`src/rtl/shift_pipe.sv`:
```
// -----------------------------------------------------------------------------
// shift_pipe
//
// Pipelined barrel shifter for the ALU datapath. One register stage per bit of
// the shift amount: stage k shifts by 2^k when shift[k] is set, otherwise it
// passes its operand through. Every stage carries the operand, the remaining
// shift control, direction, mode, user tag, original sign bit, accumulated
// overflow and a valid bit. The whole pipeline advances together whenever the
// output register is empty or being drained, so backpressure on the output
// freezes every stage (no bubble collapsing).
//
// Modes (in_mode): 00 logical, 01 arithmetic, 10 rotate, 11 logical.
// Overflow is only reported for left shifts:
//   logical left    - a 1 bit was shifted out
//   arithmetic left - a shifted-out bit or the result MSB differs from the
//                     original sign
//
// Configuration macro:
//   SHIFT_PIPE_ROTATE_EN - when defined, mode 10 rotates (ov = 0). When
//                          undefined the rotate datapath is omitted and mode 10
//                          behaves exactly like logical mode 00.
//
// Parameters:
//   WIDTH - data width, power of two, >= 4
//   TAGW  - width of the opaque tag carried with each operand
//   SHW   - derived: shift-amount width and pipeline depth
//
// Ports:
//   clk, reset_n          - clock (rising edge), asynchronous active-low reset
//   in_valid / in_ready   - input handshake (in_ready = advance)
//   in_data, in_shift     - operand and shift amount (0..WIDTH-1)
//   in_lr                 - 1 = left, 0 = right
//   in_mode               - shift mode
//   in_tag                - tag returned unchanged with the result
//   out_valid / out_ready - output handshake
//   out_data, out_ov      - shifted result and overflow flag
//   out_tag               - tag of the result
// -----------------------------------------------------------------------------
module shift_pipe #(
    parameter int WIDTH = 16,
    parameter int TAGW  = 4,
    localparam int SHW  = $clog2(WIDTH)
) (
    input  logic             clk,
    input  logic             reset_n,
    input  logic             in_valid,
    output logic             in_ready,
    input  logic [WIDTH-1:0] in_data,
    input  logic [SHW-1:0]   in_shift,
    input  logic             in_lr,
    input  logic [1:0]       in_mode,
    input  logic [TAGW-1:0]  in_tag,
    output logic             out_valid,
    input  logic             out_ready,
    output logic [WIDTH-1:0] out_data,
    output logic             out_ov,
    output logic [TAGW-1:0]  out_tag
);

    // Single global advance: the pipeline moves only when the last stage is
    // empty or its result is being taken this cycle.
    logic adv;

    for (genvar k = 0; k < SHW; k++) begin : stg
        localparam int AMT = 1 << k;

        // Stage inputs (ports for stage 0, previous stage registers otherwise)
        logic             src_valid;
        logic [WIDTH-1:0] src_data;
        logic [SHW-1:0]   src_shift;
        logic             src_lr;
        logic [1:0]       src_mode;
        logic [TAGW-1:0]  src_tag;
        logic             src_sign;
        logic             src_ov;

        // Stage registers
        logic             q_valid;
        logic [WIDTH-1:0] q_data;
        logic [SHW-1:0]   q_shift;
        logic             q_lr;
        logic [1:0]       q_mode;
        logic [TAGW-1:0]  q_tag;
        logic             q_sign;
        logic             q_ov;

        // Combinational result of this stage
        logic [WIDTH-1:0] nxt_data;
        logic             nxt_ov;
        logic             is_arith;
        logic             is_rot;

        if (k == 0) begin : g_head
            assign src_valid = in_valid;
            assign src_data  = in_data;
            assign src_shift = in_shift;
            assign src_lr    = in_lr;
            assign src_mode  = in_mode;
            assign src_tag   = in_tag;
            assign src_sign  = in_data[WIDTH-1];
            assign src_ov    = 1'b0;
        end else begin : g_link
            assign src_valid = stg[k-1].q_valid;
            assign src_data  = stg[k-1].q_data;
            assign src_shift = stg[k-1].q_shift;
            assign src_lr    = stg[k-1].q_lr;
            assign src_mode  = stg[k-1].q_mode;
            assign src_tag   = stg[k-1].q_tag;
            assign src_sign  = stg[k-1].q_sign;
            assign src_ov    = stg[k-1].q_ov;
        end

        assign is_arith = (src_mode == 2'b01);
`ifdef SHIFT_PIPE_ROTATE_EN
        assign is_rot = (src_mode == 2'b10);
`else
        assign is_rot = 1'b0;
`endif

        always_comb begin
            // NOTE: every output of a combinational block gets a default
            // before any branch, otherwise an untaken path infers a latch.
            nxt_data = src_data;
            nxt_ov   = src_ov;
            if (src_shift[k]) begin
                if (src_lr) begin
                    nxt_data = src_data << AMT;
                    if (is_rot) begin
                        nxt_data = nxt_data | (src_data >> (WIDTH - AMT));
                    end else if (is_arith) begin
                        // Every original bit either leaves through the top or
                        // ends up as the final MSB, so checking the bits that
                        // leave plus the new MSB at each stage covers both
                        // overflow conditions.
                        nxt_ov = src_ov
                               | (src_data[WIDTH-1 -: AMT] != {AMT{src_sign}})
                               | (nxt_data[WIDTH-1] != src_sign);
                    end else begin
                        nxt_ov = src_ov | (|src_data[WIDTH-1 -: AMT]);
                    end
                end else begin
                    nxt_data = src_data >> AMT;
                    if (is_rot) begin
                        nxt_data = nxt_data | (src_data << (WIDTH - AMT));
                    end else if (is_arith && src_sign) begin
                        nxt_data = nxt_data | ~({WIDTH{1'b1}} >> AMT);
                    end
                end
            end
        end

        // NOTE: the datapath registers are reset along with the valid bits
        // because the output data, flag and tag must read zero in reset.
        always_ff @(posedge clk or negedge reset_n) begin
            if (!reset_n) begin
                q_valid <= 1'b0;
                q_data  <= '0;
                q_shift <= '0;
                q_lr    <= 1'b0;
                q_mode  <= '0;
                q_tag   <= '0;
                q_sign  <= 1'b0;
                q_ov    <= 1'b0;
            end else if (adv) begin
                // NOTE: sequential state uses non-blocking assignments so all
                // stages sample their sources from before the clock edge.
                q_valid <= src_valid;
                q_data  <= nxt_data;
                q_shift <= src_shift;
                q_lr    <= src_lr;
                q_mode  <= src_mode;
                q_tag   <= src_tag;
                q_sign  <= src_sign;
                q_ov    <= nxt_ov;
            end
        end
    end

    assign out_valid = stg[SHW-1].q_valid;
    assign out_data  = stg[SHW-1].q_data;
    assign out_ov    = stg[SHW-1].q_ov;
    assign out_tag   = stg[SHW-1].q_tag;

    assign adv      = !out_valid | out_ready;
    assign in_ready = adv;

    // Control carried into the last stage has no further consumer.
    logic unused_tail;
    assign unused_tail = ^{stg[SHW-1].q_shift, stg[SHW-1].q_lr,
                           stg[SHW-1].q_mode, stg[SHW-1].q_sign};

endmodule

```
`config.mk`:
```
export PLATFORM = sky130hd
export DESIGN_NAME = shift_pipe
export DESIGN_NICKNAME = d
export VERILOG_FILES = /design/src/rtl/shift_pipe.sv
export SDC_FILE = /design/constraint.sdc
export NUM_CORES = 1
export LEC_CHECK = 0
export CAP_MARGIN = 25
export CORE_MARGIN = 1.5
export CORE_UTILIZATION = 35
export DETAILED_ROUTE_END_ITERATION = 12
export GPL_TIMING_DRIVEN = 0
export HOLD_SLACK_MARGIN = 0.03
export MAX_ROUTING_LAYER = met4
export PLACE_DENSITY = 0.62
export SLEW_MARGIN = 20
export SYNTH_ARGS = -nofsm -noshare
export SYNTH_HDL_FRONTEND = slang
export SYNTH_SLANG_ARGS = --single-unit
export TNS_END_PERCENT = 10
```
`constraint.sdc`:
```
create_clock -name clk -period 1.2 [get_ports clk]
set_input_delay 0.24 -clock clk [delete_from_list [all_inputs] [get_ports clk]]
set_output_delay 0.24 -clock clk [all_outputs]
set_load 0.02 [all_outputs]
```
# Yosys cells after proc, flatten, opt, wreduce, memory -nomap -nowiden
# Cells that the tools add are included.
[op_classes] n_bitwise=10 n_eq_ne=11 n_mux=24 reduce_logical=8
[ops] cell="two-way mux 16 bit" n=12
[ops] cell="two-way mux 1 bit" n=12
[ops] cell="OR 1 bit" n=10
[ops] cell="equality test 2 x 1 -> 1 bit, second input constant" n=4
[ops] cell="!= test 8 bit" n=1
[ops] cell="OR reduction 8 bit" n=1
[ops] cell="logical AND 1 bit" n=4
[ops] cell="!= test 1 bit" n=4
[ops] cell="!= test 4 bit" n=1
[ops] cell="OR reduction 4 bit" n=1
[ops] cell="!= test 2 bit" n=1
[ops] cell="OR reduction 2 bit" n=1
[ops] cell="zero test 1 bit" n=1
[word_totals] regBits=112 inputBits=31

# Longest topological paths before layout
# Gate-level depths: netlist (run 1).
[depth] depth_word=6 mapped_depth=6 mapped_depth_nobuf=4

# Worst setup path after synthesis (run 1)
# OpenSTA, ideal clock, no wires.
[synth_path] kind="register -> register" from="register stg[3].q_valid, in the netlist out_valid" to="register stg[3].q_ov, in the netlist out_ov" path_stages_with_launch=6 path_slack_ns=-0.122 t_arrival_ns=1.195 setup_ns=0.127 path_cell_list="dfrtp_1 nor2b_4 buf_6 buf_4 mux2i_1 o31ai_1"
[synth_between] elab_chain_len=2
[synth_rtl] element="start, declared" line="78" rtl="logic q_valid;"
[synth_rtl] element="start signal, assigned" line="167" rtl="q_valid <= src_valid;"
[synth_rtl] element="zero test 1 bit" line="184" rtl="assign adv = !out_valid | out_ready;"
[synth_rtl] element="OR 1 bit" line="184"
[synth_rtl] element="end signal, assigned" line="174" rtl="q_ov <= nxt_ov;"
[synth_rtl] element="end, declared" line="85" rtl="logic q_ov;"
# Every way passes these cells.
# A chain may end at the register's enable or synchronous reset.

# Worst setup path in the final report (run 1)
[layout_path] from="register stg[3].q_valid, in the netlist out_valid" to="output in_ready"
[layout_between] elab_chain_len=2
[layout_rtl] element="zero test 1 bit" line="184"
[layout_rtl] element="OR 1 bit" line="184"
[layout_rtl] element="end, declared" line="47" rtl="output logic in_ready,"
# Every way passes these cells.

==> results.md, run 1 <==
* Layout area overhead at 28.00%
* Drt via density at 4.995
* Cell with the most instances after synthesis: nand2_1
* Yosys top cell area share at 51.58%
* Crit end category: output pin
* R2r setup slk at -0.19 ns
* Mapped cell area at 0.005142 mm^2
* Min Tclk post-route at 1.448 ns
* Routability Congestion at 0.8582
* Fraction of layout cells with a size suffix above 1 at 17.94%
* Final worst-path cycle share at 120.7%
* Slew Limit Headroom at 66.54%
* Gr usage total at 18.10%
* First-pass GRT wire length at 21.79 mm
* Mapped Cells at 589
* Clock tree sinks at 106
* Crit-path slowest cell: dfrtp_2
* Htree depth at 3
* Remaining DRCs at 0
* F_max at 690.4 MHz
* Synth warnings at 0
* Initial antenna violation count at 0
* Pre-CTS worst setup slack at -0.9570 ns
* Final setup violation count at 103
* Initial core utilization at 35.65%
* Critical path launch point type: flip-flop
* Outcome: finished, violations left
* Seq/Total Area, Yosys at 51.58%
* Post-DRT Antenna Nets at 0
* First-pass DRT Iterations at 4
* Vias in the first global route at 4182
* VDD IR max at 1026 uV
* Final net count at 695
* Area contributors post-synth: dfrtp_1, nand2_1, o21ai_0
* Syn_area_per_cell at 8.731 um^2
* Pwr Density at 2554 mW/mm^2
* CTS clk-pin slew, worst paths at 0.07 ns
* Clock Tree Buf Depth at 2
* CP Data Required Time at 0.96 ns
* Most frequent cells after synthesis: nand2_1, dfrtp_1, o21ai_0, nor2_1, mux2i_1
* Worst stage delay on the critical path at 0.36 ns
* Diodes inserted at 0
* Kind of critical path: flip-flop to output pin
* Mapped Nets at 620
* Commonest register cell after synthesis: dfrtp_1
* Failing checks: negative setup slack
* Unique masters post-synth at 37
* PortBufs at 52
* Ys async rst share at 100.0%
* Largest net degree at the start of global routing at 71
* DRT iter0 DRCs at 276
* Post-synth EDFFs at 0
* CP Max Fanout at 7
* Least-Margin Pin Slew at 0.5019 ns
* Clock Tree Root: clkbuf_16
* Clock latency on the worst-skew pair at 0.36 ns
* Pins Over Slew Limit at 0
* Die ar. at 0.01543 mm^2
* Seq cells post-synth at 106
* Fin. Hold Viols at 0
* Area leader, netlist: dfrtp_1
* Final setup margin at -0.2485 ns
* Wire length per cell at 15.61 um
* WP data arrival at 1.21 ns
* Worst hold path type: input pin to flip-flop
* WL final at 13.31 mm
* I/O pins at 54
* Row count at 44
* Die Ht at 124.2 um
* Leak at 2.999 nW
* CTS buffer count at 9
* Core box area at 0.01442 mm^2
* Pwr Total at 16.81 mW
* CTS tree: built
* Final setup skew at 0.005181 ns
* RSZ-0062 raised after global routing: true
* Post-DP HPWL at 9.348 mm
* Via count at 4261
* MaxCap Viol Count at 0
* Global route total overflow at 0
* Die width at 124.2 um
* CP cell instances: nor2b_4 > inv_4 > buf_8 > buf_6
-- registers in the layout, indices dropped and copies added (netlist names) --
| name | cells |
|---|---|
| out_valid | 1 |
| stg.q_mode | 6 |
| out_tag | 4 |
| stg.q_data | 48 |
| stg.q_ov | 3 |
| stg.q_lr | 3 |
| out_ov | 1 |
| stg.q_shift | 6 |
| stg.q_tag | 12 |
| stg.q_valid | 3 |
| stg.q_sign | 3 |
| out_data | 16 |
-- cell usage in the layout, fill, tap and decap left out, types with 4 or more instances in the layout --
master / count
buf_2: 32
buf_6: 13
nand2b_1: 5
clkbuf_2: 7
nor2_1: 43
inv_1: 4
buf_4: 7
a221oi_4: 7
a21oi_1: 22
clkdlybuf4s50_1: 28
a221oi_2: 5
clkbuf_16: 11
dfrtp_1: 103
nand3_1: 6
mux2i_1: 35
buf_12: 5
buf_8: 4
o21ai_0: 59
and3_1: 9
nand2_1: 194
o21ai_1: 19
-- metal layers --
metal	global-route usage [%]	share of wire, %	up-vias
met1	24.39	47	2010
met2	27.73	47	95
li1	-	-	2141
met4	5.544	1.5	0
met3	3.491	4.5	15
met5	-	0	-
-- per-stage QoR --
| stage | instance area, um^2 | setup TNS, ns | hold WS (ns) | util [%] | std cells |
|---|---|---|---|---|---|
| finish | 6583 | -9.829 | 0.2977 | 45.64 | 853 |
| floorplan | 5147 | -0.2641 | -0.05559 | - | 589 |
| global route | 6583 | -16.10 | 0.3056 | 45.64 | 853 |
| detailed placement | 5927 | -43.04 | 0.1640 | 41.09 | 826 |
| CTS | 6332 | -8.943 | 0.2846 | 43.90 | 847 |
| global placement | 5898 | -457.07 | 0.4402 | 40.89 | 825 |
-- worst max-delay path: cells and delay by family (launching register included) --
family	cells	cell delay (ns)
flops	1	0.36
buf+inv	3	0.32
simple gates	1	0.18
-- timing repair --
action                     CTS  global route
pin swaps                    3             3
hold buffers                 1             0
hold endpoints to repair    36             0
setup endpoints to repair  129           107
cloned                       0             2
resized for setup          141            44
setup buffers                4             4
-- cells by family after synthesis --
| kind of cell | Yosys count | share of synthesized area [%] |
|---|---|---|
| AO/OA/AOI/OAI | 128 | 14.36 |
| XOR/XNOR | 1 | 0.1703 |
| buffers and inverters | 45 | 4.915 |
| flip-flops | 106 | 51.58 |
| multiplexers | 35 | 6.813 |
| AND/OR/NAND/NOR | 274 | 22.17 |
-- worst paths after layout --
check                                             from                            to  depth (start not counted)
min in group asynchronous                      reset_n      out_data[14]$_DFFE_PN0P_                          2
max in group asynchronous                      reset_n         out_valid$_DFFE_PN0P_                          3
worst min register to register  out_tag[1]$_DFFE_PN0P_        out_tag[1]$_DFFE_PN0P_                          2
worst min-delay path                             in_lr       stg[0].q_lr$_DFFE_PN0P_                          4
worst max-delay path             out_valid$_DFFE_PN0P_                      in_ready                          4
worst max register to register   out_valid$_DFFE_PN0P_  stg[1].q_data[0]$_DFFE_PN0P_                          6
-- where the power goes --
part           switching, mW  internal (mW)  total [mW]
sequential              1.65           5.19        6.84
clock                   1.38           1.42        2.80
combinational           4.01           3.16        7.17
-- area by class of cell --
class | instances | area [um^2]
fillers | 1427 | 7841
flip-flops and latches | 106 | 2656
multi-input cells | 438 | 2457
repair buffers | 64 | 573.1
plain buffers | 39 | 360.3
well taps | 184 | 230.2
clock buffers | 9 | 225.2
clock inverters | 7 | 55.05
inverters | 6 | 25.02
Power figures use the tool's default switching activity.
==> inputs of run 2 (changes only) <==
--- a/config.mk
+++ b/config.mk
@@ -8,6 +8,7 @@
 export CAP_MARGIN = 25
 export CORE_MARGIN = 1.5
 export CORE_UTILIZATION = 35
+export CTS_BUF_LIST = sky130_fd_sc_hd__clkbuf_16
 export DETAILED_ROUTE_END_ITERATION = 12
 export GPL_TIMING_DRIVEN = 0
 export HOLD_SLACK_MARGIN = 0.03
==> constraint.sdc (replaced) <==
create_clock -name clk -period 1.2 [get_ports clk]
set_input_delay 0.12 -clock clk [delete_from_list [all_inputs] [get_ports clk]]
set_output_delay 0.12 -clock clk [all_outputs]
set_load 0.02 [all_outputs]
==> run 2 against run 1 <==
Compared with the run above: the run still ends with negative setup slack left; clock skew is 0.0018 ns higher; setup slack better by 0.080 ns; cell count up 1.1%; critical path type is now flip-flop to flip-flop; largest power group unchanged; highest routed layer unchanged.
==> results.md, run 2 (same netlist as run 1, synthesis figures left out) <==
* Outcome: finished, violations left
* Failing checks: negative setup slack
* Commonest non-fill, non-tap cells in the layout: nand2_1, dfrtp_1, o21ai_0
* Remaining DRCs at 0
* Pins Over Slew Limit at 0
* Critical path launch point type: flip-flop
* WP buf/inv at 3
* Fin util at 47.32%
* Crit end category: flip-flop
* Top reg by flops: stg.q_data
* Final cell count without fillers at 862
* Worst hold path type: input pin to flip-flop
* VDD IR max at 1019 uV
* Placed Area at 0.005927 mm^2
* Global route total overflow at 0
* Row count at 44
* PortBufs at 52
* Max reg flops at 48
* Final setup violation count at 98
* Routability Congestion at 0.8582
* Final setup margin at -0.1682 ns
* DRT iter0 DRCs at 258
* First-pass GRT wire length at 21.72 mm
* WL final at 13.46 mm
* Pwr Total at 17.21 mW
* MaxCap Viol Count at 0
* Delay-heaviest family, CP: buffers and inverters
* Core box area at 0.01442 mm^2
* RSZ-0062 raised after global routing: true
* CP Max Fanout at 8
* Min Tclk post-route at 1.368 ns
* Clock Tree Root: clkbuf_16
* Setup TNS at -10.59 ns
* Gr usage total at 18.08%
* CP Data Required Time at 1.44 ns
* Die ar. at 0.01543 mm^2
* Clock Tree Buf Depth at 2
* Via count at 4341
* Worst stage delay on the critical path at 0.40 ns
* Kind of critical path: flip-flop to flip-flop
* Placed cells at 826
* Final hold slack at 0.1776 ns
* Final setup skew at 0.007011 ns
* R2R depth at 6
* Post-DRT Antenna Nets at 0
* Drt via density at 5.036
* Fraction of layout cells with a size suffix above 1 at 16.52%
* CTS clk-pin slew, worst paths at 0.07 ns
* Clock latency on the worst-skew pair at 0.36 ns
* Leak at 3.098 nW
* Die width at 124.2 um
* Largest net degree at the start of global routing at 71
* Layout area overhead at 32.73%
* First-pass DRT Iterations at 4
* Critical path depth at 6
* Final net count at 704
* I/O pins at 54
* Slew Limit Headroom at 74.71%
* Crit-path slowest cell: dfrtp_2
* Post-DP HPWL at 9.348 mm
* Pre-CTS worst setup slack at -0.7170 ns
* Final worst-path cycle share at 114.0%
* Pwr Density at 2522 mW/mm^2
* CP cell instances: nor2b_4 > buf_6 > buf_12 > clkbuf_16 > a221oi_4 > nor2_1
* Clock tree sinks at 106
* Initial antenna violation count at 0
* WP data arrival at 1.61 ns
* F_max at 730.9 MHz
* CTS tree: built
* Least-Margin Pin Slew at 0.3793 ns
* Diodes inserted at 0
* Initial core utilization at 35.65%
* Hold depth at 4
* Commonest non-fill, non-tap cell in the layout: nand2_1
* Vias in the first global route at 4187
* Wire length per cell at 15.62 um
* Htree depth at 3
* Fin. Hold Viols at 0
* Layout Cell Area excl Fill at 0.006825 mm^2
* CTS buffer count at 9
* Die Ht at 124.2 um
==> run 2: cell types whose count changed in the layout (fill, tap and decap cells not counted), moves of 7 or more <==
cell             change
buf_2               -24
clkdlybuf4s15_1     +18
nand2_1              -7
o21ai_0             -11
o21ai_1             +10
==> run 2: timing repair <==
item | in CTS | in global routing
endpoints found under the hold margin | 36 | 0
gates cloned | 2 | 4
resized for setup | 87 | 77
hold buffers | 1 | 0
endpoints found under the setup margin | 129 | 122
setup buffers | 4 | 9
pin swaps | 7 | 2
==> run 2: worst paths after layout <==
| path | from | end | slack, ns |
|---|---|---|---|
| worst min-delay path | in_lr | stg[0].q_lr$_DFFE_PN0P_ | 0.18 |
| min in group asynchronous | reset_n | out_data[14]$_DFFE_PN0P_ | 0.23 |
| worst min register to register | stg[1].q_tag[0]$_DFFE_PN0P_ | stg[1].q_tag[0]$_DFFE_PN0P_ | 0.47 |
| worst max register to register | out_valid$_DFFE_PN0P_ | out_data[1]$_DFFE_PN0P_ | -0.17 |
| max in group asynchronous | reset_n | out_valid$_DFFE_PN0P_ | 0.32 |
| worst max-delay path | out_valid$_DFFE_PN0P_ | out_data[1]$_DFFE_PN0P_ | -0.17 |
==> run 2: layer usage <==
metal  vias to the layer above  global-route usage [%]  wire length, um
met4                         0                   5.477              223
li1                       2161                       -                -
met5                         -                       -                0
met2                       109                   28.22             6343
met3                        17                   3.276              615
met1                      2054                   24.08             6281
==> run 2: power breakdown <==
part	switching, mW	internal (mW)	total (mW)
logic	4.05	3.56	7.61
clock network	1.38	1.42	2.80
registers	1.62	5.19	6.81
==> run 2: worst min-delay path: cells and delay by family <==
family / cells / cell delay [ns]
buffers and inverters: 2 / 0.28
AND/OR/NAND/NOR: 2 / 0.10
==> run 2: cell type report <==
type,count,area [um^2]
flip-flops and latches,106,2655
well taps,184,230.2
clock inverters,7,55.05
multi-input cells,438,2425
fillers,1382,7599
plain buffers,39,387.9
clock buffers,9,225.2
repair buffers,73,822.0
inverters,6,25.02
